## config.mk

```make
export PLATFORM = sky130hd
export DESIGN_NAME = bpred_bht
export DESIGN_NICKNAME = d
export VERILOG_FILES = /design/src/rtl/bpred_bht.sv
export SDC_FILE = /design/constraint.sdc
export NUM_CORES = 1
export LEC_CHECK = 0
export CAP_MARGIN = 0
export CORE_MARGIN = 3
export CORE_UTILIZATION = 31
export CTS_CLUSTER_DIAMETER = 40
export DETAILED_ROUTE_END_ITERATION = 6
export GPL_TIMING_DRIVEN = 0
export SLEW_MARGIN = 10
export SYNTH_ARGS = -nofsm -noshare
export SYNTH_HDL_FRONTEND = slang
export SYNTH_SLANG_ARGS = --single-unit
```

## constraint.sdc

```tcl
create_clock -name clk -period 7.7 [get_ports clk]
set_clock_uncertainty 0.1 [all_clocks]
set_input_delay 2.31 -clock clk [delete_from_list [all_inputs] [get_ports clk]]
set_output_delay 2.31 -clock clk [all_outputs]
set_load 0.01 [all_outputs]
```

## src/rtl/bpred_bht.sv

```systemverilog
// bpred_bht: branch history table of 2^IDX_W two-bit saturating counters.
// Lookup is combinational on pc_f; updates go through a one-register stage
// and are written to the table on the following edge, with a bypass so a
// lookup sees the pending value. Define BPRED_STATS_EN to add the
// br_count / miss_count statistics counters.
module bpred_bht #(
   parameter int IDX_W = 6
) (
   input  logic        clk,
   input  logic        rst_n,
   input  logic [63:0] pc_f,
   output logic        pred_taken,
   input  logic        upd_valid,
   input  logic [63:0] upd_pc,
   input  logic        upd_taken,
   input  logic        upd_pred,
   output logic        mispredict
`ifdef BPRED_STATS_EN
   ,
   output logic [31:0] br_count,
   output logic [31:0] miss_count
`endif
);

   localparam int DEPTH = 1 << IDX_W;

   // Two-bit saturating counter step: toward 11 when taken, toward 00 otherwise.
   function automatic logic [1:0] ctr_next(input logic [1:0] cur, input logic taken);
      if (taken) begin
         return (cur == 2'b11) ? 2'b11 : cur + 2'b01;
      end
      return (cur == 2'b00) ? 2'b00 : cur - 2'b01;
   endfunction

`ifdef BPRED_STATS_EN
   // 32-bit increment that sticks at all-ones instead of wrapping.
   function automatic logic [31:0] sat_inc32(input logic [31:0] cur);
      return (cur == 32'hFFFF_FFFF) ? cur : cur + 32'd1;
   endfunction
`endif

   logic [1:0]       bht_q [DEPTH];
   logic [IDX_W-1:0] idx_f;
   logic [IDX_W-1:0] idx_upd;
   logic             mis_set;
   logic             unused_pc_bits;

   logic             vld_p1;
   logic [IDX_W-1:0] wr_idx_p1;
   logic             wr_taken_p1;
   logic [1:0]       wr_next_p1;

   // Only the word-aligned low index bits select an entry; aliasing is accepted.
   assign idx_f          = pc_f[IDX_W+1:2];
   assign idx_upd        = upd_pc[IDX_W+1:2];
   assign unused_pc_bits = ^{pc_f[63:IDX_W+2], pc_f[1:0],
                             upd_pc[63:IDX_W+2], upd_pc[1:0]};

   assign mis_set = upd_valid & (upd_taken ^ upd_pred);

   // Next value is formed from the live table entry, so consecutive writes
   // to one index accumulate.
   assign wr_next_p1 = ctr_next(bht_q[wr_idx_p1], wr_taken_p1);

   // A pending write to the looked-up entry overrides the stored counter.
   assign pred_taken = (vld_p1 && (wr_idx_p1 == idx_f)) ? wr_next_p1[1]
                                                        : bht_q[idx_f][1];

   // ---- stage 0 -> stage 1: capture resolved branch ----
   // Update-stage valid and mispredict pulse, both cleared by reset.
   always_ff @(posedge clk or negedge rst_n) begin
      if (!rst_n) begin
         vld_p1     <= 1'b0;
         mispredict <= 1'b0;
      end else begin
         vld_p1     <= upd_valid;
         mispredict <= mis_set;
      end
   end

   // Update-stage payload; qualified by vld_p1 so it needs no reset.
   always_ff @(posedge clk) begin
      if (upd_valid) begin
         wr_idx_p1   <= idx_upd;
         wr_taken_p1 <= upd_taken;
      end
   end

   // ---- stage 1 -> table: commit counter ----
   // Counter table: weakly-not-taken after reset, one entry written per cycle.
   always_ff @(posedge clk or negedge rst_n) begin
      if (!rst_n) begin
         for (int i = 0; i < DEPTH; i++) begin
            bht_q[i] <= 2'b01;
         end
      end else if (vld_p1) begin
         bht_q[wr_idx_p1] <= wr_next_p1;
      end
   end

`ifdef BPRED_STATS_EN
   // Statistics: resolved branches and mispredictions, saturating.
   always_ff @(posedge clk or negedge rst_n) begin
      if (!rst_n) begin
         br_count   <= 32'd0;
         miss_count <= 32'd0;
      end else begin
         if (upd_valid) begin
            br_count <= sat_inc32(br_count);
         end
         if (mis_set) begin
            miss_count <= sat_inc32(miss_count);
         end
      end
   end
`endif

endmodule

```

==> flow_summary.ini <==
[floorplan]
die_w_um = 160
dieHeight_um = 160
core_area_sq_um = 22900
num_rows = 55
die_area_sq_um = 25500
io_pins = 135
start_util_pct = 31.9

[routing]
wl_um = 22000
routed-via-count = 5254
first_pass_iters = 5
drt_iter0_markers = 471
vias_per_cell = 5.44
drc = 0
wire_per_inst_um = 22.7
detail-route-antenna-nets = 0

[clocking]
path_clk_slew_ns = 0.05
numCtsBuffers = 17
clockBufferDepth = 2
cts_sinks = 137
htreeDepth = 4
cts_tree = done
clkLatencyLatePin_ns = 0.44
root_buffer = clkbuf_16

[global_route]
grt_pass1_wl_um = 33900
antenna_found_initial = 1
grt_pass1_vias = 5416
overflow = 0
grt_max_degree = 79
grt_util_all_layers_pct = 17.8

[logic_synthesis]
synth_flop_cell = dfrtp_1
yosysWarnings = 0
ys_types = 52
yosys.area.top_type = dfstp_2
syn_area_per_cell_sq_um = 12.2
yosysSeqAreaShare_pct = 48.4
yosys-top-cells-area = dfstp_2, dfrtp_1, mux2_2
synthArstFlopShare_pct = 94.9
yosysMostFrequentCell = mux2_2
synth_top_area_share_pct = 23.0
synth_nets = 734
ys_ff_latch = 137
synth_commonest_cells = mux2_2, nand2_1, dfrtp_1
synth-edff-count = 7
synthCells = 601
synth.cell_area_sq_um = 7320

[timing]
fin_tns_setup_ns = 0
maxSlewHeadroom_pct = 32.7
slew_violations = 0
rsz0062_at_grt = false
max_freq_mhz = 131
setup_viol = 0
post-route-period-util_pct = 99.0
worstMarginPinSlew_ns = 1.00
hold_viol = 0
fin_ws_ns = 0.0734
fin_crit_ns = 7.63
holdWs_ns = 0.365

[final_layout]
antenna_cells = 0
finalNetCount = 773
drive_gt1_share_pct = 41.8
area.growth.synth_to_final_pct = 17.2
fill_cells = 2230
fin_area_sq_um = 8580

[setup_path]
crit_chain = clkbuf_2 -> clkbuf_2 -> mux4_2 -> mux4_2 -> mux4_2 -> mux2_2 -> clkdlybuf4s50_1
worst-path-buf-inv = 3
crit_required_ns = 5.29
cp.depth = 7
crit_family = multiplexers
rr_worst_depth = 8
cp_max_fo = 10
end_kind = output port
arrival_ns = 5.22
crit_path_frequent_cell = mux4_2
cpMaxStageDelayCell = mux4_2
crit_type = in -> out
start_kind = input pin
critPathMaxStageDelay_ns = 0.53

[place]
place_congestion = 0.866
post-place-ws_ns = -0.488
port_buffers = 15
post_dp_cell_area_sq_um = 7950
dp.final_hpwl_um = 15000

[power]
power_uw = 2170
power_leakage_uw = 0.00344
power_density_nw_per_um2 = 253
peakVddDrop_mv = 0.120

[min_path]
worstHoldPathType = reg -> reg
hold_depth = 2

[run_status]
status = completed

[flow_run]
max-cap-violations = 0
==> cells by family (layout without fill, tap and decap cells) <==
family                   after synthesis  after routing  share of synthesized area (%)
XOR/XNOR                               7              7                          0.838
flip-flops                           137            137                           48.4
buffers and inverters                 49            101                           3.91
AO/OA/AOI/OAI                         78             78                           6.84
multiplexers                         152            152                           28.6
AND/OR/NAND/NOR                      177            177                           11.2
adder cells (fa/ha/maj)                1              1                          0.154
==> cell type report <==
type	count	area, sq um	area share [%]
plain buffers	42	272	3.16
multi-input cells	415	3510	40.9
repair buffers	20	220	2.57
well taps	313	392	4.56
inverters	7	26.3	0.306
clock inverters	10	114	1.33
clock buffers	22	505	5.89
flip-flops and latches	137	3540	41.3
==> repair_timing <==
action,CTS,global route
endpoints found under the setup margin,1,1
resized for setup,4,1
setup buffers,0,0
hold buffers,0,0
==> worst min-delay path, stage by stage (launching register included) <==
cell	delay (ns)
dfstp_2	0.36
nand2_1	0.04
o21ai_1	0.05
==> worst paths after layout <==
path | slack [ns] | to | from
worst min register to register | 0.36 | bht_q[44] | bht_q[44]
min in group asynchronous | 1.82 | bht_q[77] | rst_n
worst min-delay path | 0.36 | bht_q[44] | bht_q[44]
max in group asynchronous | 4.89 | bht_q[30] | rst_n
worst max-delay path | 0.07 | pred_taken | pc_f[3]
worst max register to register | 3.82 | bht_q[38] | wr_idx_p1[4]
==> power breakdown <==
part	internal, uW	total [uW]	switching [uW]
Sequential	878	947	69.0
Combinational	166	373	208
Clock	529	853	324
Total	1570	2170	601
==> cell usage in the layout, fill, tap and decap left out, drive strengths merged, types with 3 or more instances in the layout <==
cell           count
and3b              4
mux4              36
edfxtp             7
nand2             84
o21ai             37
nand3              5
xor2               4
o31ai              3
dfstp             64
or3                3
mux2i             19
nand4              5
nand2b             5
xnor2              3
clkdlybuf4s50     14
clkinv             6
nand3b             4
o22ai              4
mux2              97
o32ai              4
a31oi              6
nor3               8
inv                5
a211oi             3
clkbuf            38
clkinvlp           4
and3               6
nor2              37
a21oi              6
nor3b              5
o211ai             6
dfrtp             66
buf               32
or2                3
==> stage by stage <==
step / util [%] / std cells
CTS: 37.4 / 966
global placement: 34.3 / 929
global route: 37.5 / 966
floorplan: - / 601
detailed placement: 34.7 / 934
finish: 37.5 / 966
==> per-layer routing <==
layer | track usage, % | wire length [um] | part of all wire (%) | up-vias
met5 | 0 | 12 | 0.055 | -
met4 | 5.61 | 497 | 2.3 | 2
met3 | 5.01 | 1550 | 7.1 | 53
met2 | 26.8 | 9960 | 45 | 221
met1 | 24.9 | 9930 | 45 | 2688
li1 | - | - | - | 2290
==> flip-flops by register name, summed over array words and instances (netlist names) <==
name and flops:
wr_idx_p1 6, mispredict 1, bht_q 128, wr_taken_p1 1, vld_p1 1
(Power assumes the default switching activity.)
